[config.mk]
export PLATFORM = sky130hd
export DESIGN_NAME = chip_fmc_dma
export DESIGN_NICKNAME = d
export VERILOG_FILES = /design/src/rtl/chip_fmc_dma_pkg.sv /design/src/rtl/chip_fmc_skid.sv /design/src/rtl/chip_fmc_dma.sv
export SDC_FILE = /design/constraint.sdc
export NUM_CORES = 1
export LEC_CHECK = 0
export CORE_MARGIN = 2
export CORE_UTILIZATION = 50
export CTS_CLUSTER_SIZE = 8
export DETAILED_ROUTE_END_ITERATION = 10
export GPL_TIMING_DRIVEN = 0
export PLACE_DENSITY = 0.79
export SLEW_MARGIN = 40
export SYNTH_ARGS = -nofsm -noshare
export SYNTH_HDL_FRONTEND = slang
export SYNTH_SLANG_ARGS = --single-unit
[constraint.sdc]
create_clock -name clk -period 10.2 [get_ports clk]
set_input_delay 1.53 -clock clk [delete_from_list [all_inputs] [get_ports clk]]
set_output_delay 1.53 -clock clk [all_outputs]
set_load 0.1 [all_outputs]
[src/rtl/chip_fmc_dma_pkg.sv]
// Shared FSM encoding and direction constants for the FMC burst engine.
// No timing of its own; types only.
// No flow control; types only.
package chip_fmc_dma_pkg;

  typedef enum logic [1:0] {
    ST_IDLE = 2'd0,
    ST_RD   = 2'd1,
    ST_WR   = 2'd2,
    ST_DONE = 2'd3
  } state_e;

  localparam logic DIR_RD = 1'b0;
  localparam logic DIR_WR = 1'b1;

endpackage

[src/rtl/chip_fmc_skid.sv]
// 2-entry valid/ready buffer with registered storage, one per burst direction.
// Latency: a beat pushed on one edge is presented on the output the next cycle.
// Backpressure: in_rdy_o drops only when both entries hold data; 1 beat/clk with both sides ready.
module chip_fmc_skid #(
  parameter int DATA_WIDTH = 128
) (
  input  logic                  clk,
  input  logic                  rst,
  input  logic                  in_vld_i,
  output logic                  in_rdy_o,
  input  logic [DATA_WIDTH-1:0] in_dat_i,
  output logic                  out_vld_o,
  input  logic                  out_rdy_i,
  output logic [DATA_WIDTH-1:0] out_dat_o,
  output logic [1:0]            cnt_o
);

  logic [DATA_WIDTH-1:0] mem_q [2];
  logic                  wr_ptr_q;
  logic                  rd_ptr_q;
  logic [1:0]            cnt_q;
  logic                  push;
  logic                  pop;

  assign in_rdy_o  = (cnt_q != 2'd2);
  assign out_vld_o = (cnt_q != 2'd0);
  assign out_dat_o = mem_q[rd_ptr_q];
  assign cnt_o     = cnt_q;
  assign push      = in_vld_i & in_rdy_o;
  assign pop       = out_vld_o & out_rdy_i;

  // Storage, pointers and occupancy; simultaneous push/pop keeps occupancy.
  always_ff @(posedge clk) begin
    if (rst) begin
      mem_q[0] <= '0;
      mem_q[1] <= '0;
      wr_ptr_q <= 1'b0;
      rd_ptr_q <= 1'b0;
      cnt_q    <= 2'd0;
    end else begin
      if (push) begin
        mem_q[wr_ptr_q] <= in_dat_i;
        wr_ptr_q        <= ~wr_ptr_q;
      end
      if (pop) begin
        rd_ptr_q <= ~rd_ptr_q;
      end
      case ({push, pop})
        2'b10:   cnt_q <= cnt_q + 2'd1;
        2'b01:   cnt_q <= cnt_q - 2'd1;
        default: cnt_q <= cnt_q;
      endcase
    end
  end

endmodule

[src/rtl/chip_fmc_dma.sv]
// Chip-side FMC burst initiator: one command becomes a read or write burst of cmd_len+1 beats.
// Latency: 1 clk through each skid; done pulses the cycle after the last beat leaves the engine.
// Backpressure: each direction stalls through its 2-entry skid; beats beyond the burst are refused.
module chip_fmc_dma
  import chip_fmc_dma_pkg::*;
#(
  parameter int ADDR_WIDTH = 32,
  parameter int DATA_WIDTH = 128,
  parameter int LEN_WIDTH  = 16
) (
  input  logic                  clk,
  input  logic                  rst,
  input  logic                  cmd_vld,
  output logic                  cmd_rdy,
  input  logic                  cmd_wr,
  input  logic [ADDR_WIDTH-1:0] cmd_addr,
  input  logic [LEN_WIDTH-1:0]  cmd_len,
  output logic [DATA_WIDTH-1:0] rd_dat,
  output logic                  rd_dat_vld,
  input  logic                  rd_dat_rdy,
  input  logic [DATA_WIDTH-1:0] wr_dat,
  input  logic                  wr_dat_vld,
  output logic                  wr_dat_rdy,
  output logic                  busy,
  output logic                  done,
  output logic [ADDR_WIDTH-1:0] CHIPFMC_Addr,
  input  logic [DATA_WIDTH-1:0] FMCCHIP_RdDat,
  input  logic                  FMCCHIP_RdDatVld,
  output logic                  CHIPFMC_RdDatRdy,
  output logic [DATA_WIDTH-1:0] CHIPFMC_WrDat,
  output logic                  CHIPFMC_WrDatVld,
  input  logic                  FMCCHIP_WrDatRdy
);

  state_e                state_q, state_d;
  logic [ADDR_WIDTH-1:0] addr_q, addr_d;
  logic [LEN_WIDTH-1:0]  len_q, len_d;
  logic [LEN_WIDTH-1:0]  beat_cnt_q, beat_cnt_d;   // FMC-side handshakes so far
  logic [LEN_WIDTH:0]    in_cnt_q, in_cnt_d;       // beats taken into the active skid
  logic                  fmc_more_q, fmc_more_d;   // FMC-side beats still owed

  logic st_rd, st_wr;
  logic cmd_hs, in_more, fmc_hs, in_hs, last_hs, rd_drained;

  logic                  rd_in_vld, rd_in_rdy, rd_out_vld, rd_out_rdy;
  logic [DATA_WIDTH-1:0] rd_out_dat;
  logic [1:0]            rd_cnt;
  logic                  wr_in_vld, wr_in_rdy, wr_out_vld, wr_out_rdy;
  logic [DATA_WIDTH-1:0] wr_out_dat;
  logic [1:0]            wr_cnt;

  assign st_rd   = (state_q == ST_RD);
  assign st_wr   = (state_q == ST_WR);
  assign cmd_rdy = (state_q == ST_IDLE) & ~rst;
  assign cmd_hs  = cmd_vld & cmd_rdy;
  // The extra counter bit lets a 2^LEN_WIDTH-beat burst terminate cleanly.
  assign in_more = (in_cnt_q <= {1'b0, len_q});

  // Read path: FMC -> skid -> consumer.
  assign rd_in_vld        = FMCCHIP_RdDatVld & st_rd & in_more;
  assign CHIPFMC_RdDatRdy = st_rd & rd_in_rdy & in_more;
  assign rd_dat_vld       = rd_out_vld & st_rd;
  assign rd_out_rdy       = rd_dat_rdy & st_rd;
  assign rd_dat           = rd_out_dat;

  // Write path: producer -> skid -> FMC.
  assign wr_in_vld        = wr_dat_vld & st_wr & in_more;
  assign wr_dat_rdy       = st_wr & wr_in_rdy & in_more;
  assign CHIPFMC_WrDatVld = wr_out_vld & st_wr;
  assign wr_out_rdy       = FMCCHIP_WrDatRdy & st_wr;
  assign CHIPFMC_WrDat    = wr_out_dat;

  assign fmc_hs  = (st_rd & FMCCHIP_RdDatVld & CHIPFMC_RdDatRdy) |
                   (st_wr & CHIPFMC_WrDatVld & FMCCHIP_WrDatRdy);
  assign in_hs   = (st_rd & FMCCHIP_RdDatVld & CHIPFMC_RdDatRdy) |
                   (st_wr & wr_dat_vld & wr_dat_rdy);
  assign last_hs = fmc_hs & fmc_more_q & (beat_cnt_q == len_q);
  // Read skid empties this cycle (or already is), so the burst can close.
  assign rd_drained = (rd_cnt == 2'd0) | ((rd_cnt == 2'd1) & rd_dat_vld & rd_dat_rdy);

  assign busy         = st_rd | st_wr;
  assign done         = (state_q == ST_DONE);
  assign CHIPFMC_Addr = addr_q;

  chip_fmc_skid #(.DATA_WIDTH(DATA_WIDTH)) u_rd_skid (
    .clk       (clk),
    .rst       (rst),
    .in_vld_i  (rd_in_vld),
    .in_rdy_o  (rd_in_rdy),
    .in_dat_i  (FMCCHIP_RdDat),
    .out_vld_o (rd_out_vld),
    .out_rdy_i (rd_out_rdy),
    .out_dat_o (rd_out_dat),
    .cnt_o     (rd_cnt)
  );

  chip_fmc_skid #(.DATA_WIDTH(DATA_WIDTH)) u_wr_skid (
    .clk       (clk),
    .rst       (rst),
    .in_vld_i  (wr_in_vld),
    .in_rdy_o  (wr_in_rdy),
    .in_dat_i  (wr_dat),
    .out_vld_o (wr_out_vld),
    .out_rdy_i (wr_out_rdy),
    .out_dat_o (wr_out_dat),
    .cnt_o     (wr_cnt)
  );

  // State register.
  always_ff @(posedge clk) begin
    if (rst) state_q <= ST_IDLE;
    else     state_q <= state_d;
  end

  // Next state: a read closes only once its skid has drained to the consumer.
  always_comb begin
    state_d = state_q;
    case (state_q)
      ST_IDLE: if (cmd_hs) state_d = (cmd_wr == DIR_WR) ? ST_WR : ST_RD;
      ST_RD:   if (!fmc_more_q && rd_drained) state_d = ST_DONE;
      ST_WR:   if (last_hs) state_d = ST_DONE;
      ST_DONE: state_d = ST_IDLE;
      default: state_d = ST_IDLE;
    endcase
  end

  // Burst bookkeeping: latch the command, then advance address and counters per beat.
  always_comb begin
    addr_d     = addr_q;
    len_d      = len_q;
    beat_cnt_d = beat_cnt_q;
    in_cnt_d   = in_cnt_q;
    fmc_more_d = fmc_more_q;
    if (cmd_hs) begin
      addr_d     = cmd_addr;
      len_d      = cmd_len;
      beat_cnt_d = '0;
      in_cnt_d   = '0;
      fmc_more_d = 1'b1;
    end else begin
      if (fmc_hs) begin
        addr_d = addr_q + ADDR_WIDTH'(1);
        if (last_hs) fmc_more_d = 1'b0;
        else         beat_cnt_d = beat_cnt_q + LEN_WIDTH'(1);
      end
      if (in_hs) in_cnt_d = in_cnt_q + (LEN_WIDTH+1)'(1);
    end
  end

  // Bookkeeping registers.
  always_ff @(posedge clk) begin
    if (rst) begin
      addr_q     <= '0;
      len_q      <= '0;
      beat_cnt_q <= '0;
      in_cnt_q   <= '0;
      fmc_more_q <= 1'b0;
    end else begin
      addr_q     <= addr_d;
      len_q      <= len_d;
      beat_cnt_q <= beat_cnt_d;
      in_cnt_q   <= in_cnt_d;
      fmc_more_q <= fmc_more_d;
    end
  end

  // Write-skid occupancy is not needed to close a write burst.
  logic unused_wr_cnt;
  assign unused_wr_cnt = ^wr_cnt;

endmodule
==> run metrics <==
Worst Path Arrival 3690 ps; total core area around 54000 µm²; total iterations of the first detailed-routing run 5; postcts setup bufs 0; Inst Count DP ~3300; crit-path max FO 10; R2R Path Start len_q[14]; status complete, no violations; r2r endpoint u_wr_skid.mem_q[1][74]; die height ~240 µm; final wirelength 77.6 mm; via count 18600; die area about 56000 µm²; Worst Setup SP len_q[14]; clock tree buffer depth 3; Cell Area, Synth around 27000 µm²; RD Place Congestion 0.921; share of the synthesized area in the top cell type 56.7%; Post-Synthesis Cells 2007; grt ovf 0; first-pass GRT wire length about 120 mm; share of cells above drive strength 1 approximately a quarter; Root Driver clkbuf_16; worst hold path type reg -> reg; RSZ-0062 raised after global routing no; Synth async-reset ratio 0%; total CTS buffers 85; VDD IR max between 0.15 and 0.2 mV; post-layout util about two thirds; ys flop type edfxtp_1; endpoints failing setup 0; Setup CP Type reg -> out; Worst Slack Setup Final 4980 ps; synth cell count leaders 516 x and2_1, 512 x edfxtp_1, 256 x mux2_2; Synth cell types 54; Worst Hold Launch beat_cnt_q[11]; Post-DP Area about 33000 µm²; crit path to CHIPFMC_RdDatRdy; Clk pin slew, worst setup/hold paths 50 ps; Worst R2R Setup Slack 6050 ps; Worst-Margin Slew 799 ps; Post-synth EDFFs 512; largest net degree at the start of global routing 42; max-cap viol count 0; pre-CTS WS approximately 4700 ps; initial antenna violation count 23; fin nets approximately 3000; Tcrit/Tclk final approximately half; cells on worst reg2reg path 13; Clock Latency Late Sink just over 600 ps; port bufs 606; Setup crit end kind primary output; Post-Syn Nets around 2300; Syn Area/Cell about 14 µm²; top-count cell post-synth and2_1; Worst slew margin 46.8%; Setup crit start kind register; CTS Sinks a little over 600; register area share after synthesis 63.7%; global-route usage over all layers between 20% and 30%; max-slew violations 0; standard-cell rows 85; # IOs about 610; area grow syn2layout 30.6%; Setup Skew slightly above 30 ps; Max Freq 0.192 GHz; #FFs+latches synth between 600 and 700; CTS tree built; iteration-0 DRC count of the detailed router roughly 1200; final hold violation count 0; H-tree levels 3; CP Data Required Time 8670 ps; Die X around 240 µm; synth top area cells edfxtp_1 57%, and2_1 12%, mux2_2 11%; Layout Cells excl Fill approximately 3500; Initial Util around half; Static Leak approximately 14 nW; Ys Warns 0; Yosys top cell by area edfxtp_1; # hold bufs at CTS 0; Cell Pwr Density around 240 nW/µm²; Via-to-Cell Ratio 5.40; ANT nets after route 0; min cycle time layout around 5200 ps; vias in the first global route 19300; hpwl dp 58.0 mm; routed len/inst about 22 µm; post-route cell area about 35000 µm²; Post-route DRC 0; PostCTS Resize Cnt 0
==> worst max-delay path, stage by stage (launching register included) <==
cell and delay, ps:
dfxtp_1 360, inv_1 100, ha_1 350, nand4b_4 150, nor4_4 370, o31ai_2 160
a31oi_1 280, clkbuf_1 390, buf_1 440, nor3b_1 160, buf_2 330
==> sequential cells by signal, indices dropped and copies added, names as in the netlist, named ones only <==
| name | flops |
|---|---|
| in_cnt_q | 17 |
| u_wr_skid.wr_ptr_q | 1 |
| state_q | 2 |
| u_rd_skid.mem_q | 256 |
| u_wr_skid.cnt_o | 2 |
| beat_cnt_q | 16 |
| CHIPFMC_Addr | 32 |
| u_wr_skid.mem_q | 256 |
| u_wr_skid.rd_ptr_q | 1 |
| u_rd_skid.rd_ptr_q | 1 |
| fmc_more_q | 1 |
| len_q | 16 |
| u_rd_skid.wr_ptr_q | 1 |
| u_rd_skid.cnt_o | 2 |
==> per-layer routing <==
metal / vias up / track usage (%) / part of all wire, %
li1: 8588 / - / -
met1: 9079 / 30.8 / 36
met2: 758 / 47.3 / 50
met3: 181 / 9.68 / 9.7
met4: 24 / 10.4 / 3.6
met5: - / 0 / 0.21
==> worst min path at each step <==
stage	depth (start not counted)	to	slack (ps)
final	2	beat_cnt_q[11]	510
after global routing	2	beat_cnt_q[11]	530
after CTS	2	beat_cnt_q[11]	500
after detailed placement	2	beat_cnt_q[11]	490
after global placement	2	beat_cnt_q[10]	480
after floorplan	2	in_cnt_q[16]	460
==> through the flow <==
stage	power, mW	TNS (ps)	hold WS (ps)
2_1_floorplan	5.25	0	464
3_3_place_gp	6.02	-656260	476
3_5_place_dp	5.85	0	494
4_1_cts	8.37	0	499
5_1_grt	8.58	0	534
6_report	8.33	0	506
==> layout make-up <==
type	count	area, µm²
repair buffers	629	5050
inverters	33	124
clock inverters	4	52.6
fillers	3989	18300
diodes	10	25.0
flip-flops and latches	606	17300
plain buffers	122	463
well taps	696	871
clock buffers	105	2240
multi-input cells	1246	9300
==> power by group <==
group          internal [mW]  switching (mW)  leakage, nW
Combinational          0.572            2.15         6.63
Sequential              2.98           0.111         6.07
Clock                   1.52            1.00         1.12
Total                   5.07            3.26         13.8
==> logic make-up (layout without fill, tap and decap cells) <==
logic type	Yosys count	after routing	share of synthesized area, %
simple gates	785	785	17.1
other cells	0	10	0
flops	606	606	63.7
xor+xnor	59	59	1.91
fa+ha+maj	29	29	1.34
compound gates	111	111	2.95
mux	262	262	10.9
buf+inv	155	893	2.16
==> cell usage in the layout, fill, tap and decap left out, types with 11 or more instances in the layout <==
cell type | Yosys | layout
a311oi_1 | 15 | 15
nor2_1 | 71 | 71
and2_1 | 516 | 516
nor3_1 | 11 | 11
nand2_1 | 60 | 60
xor2_1 | 17 | 17
inv_1 | 33 | 33
buf_2 | 3 | 298
dfxtp_1 | 94 | 94
nor4_1 | 21 | 21
or3_1 | 16 | 16
clkbuf_16 | 0 | 87
clkbuf_1 | 114 | 131
and3_1 | 12 | 12
nand3_1 | 20 | 20
nand4_1 | 12 | 12
mux2_2 | 256 | 256
ha_1 | 29 | 29
o31ai_1 | 24 | 24
edfxtp_1 | 512 | 512
a211oi_1 | 12 | 12
o21ai_0 | 22 | 22
xnor2_1 | 42 | 42
clkdlybuf4s50_1 | 0 | 311
a21oi_1 | 14 | 14
Power figures use the tool's default switching activity.
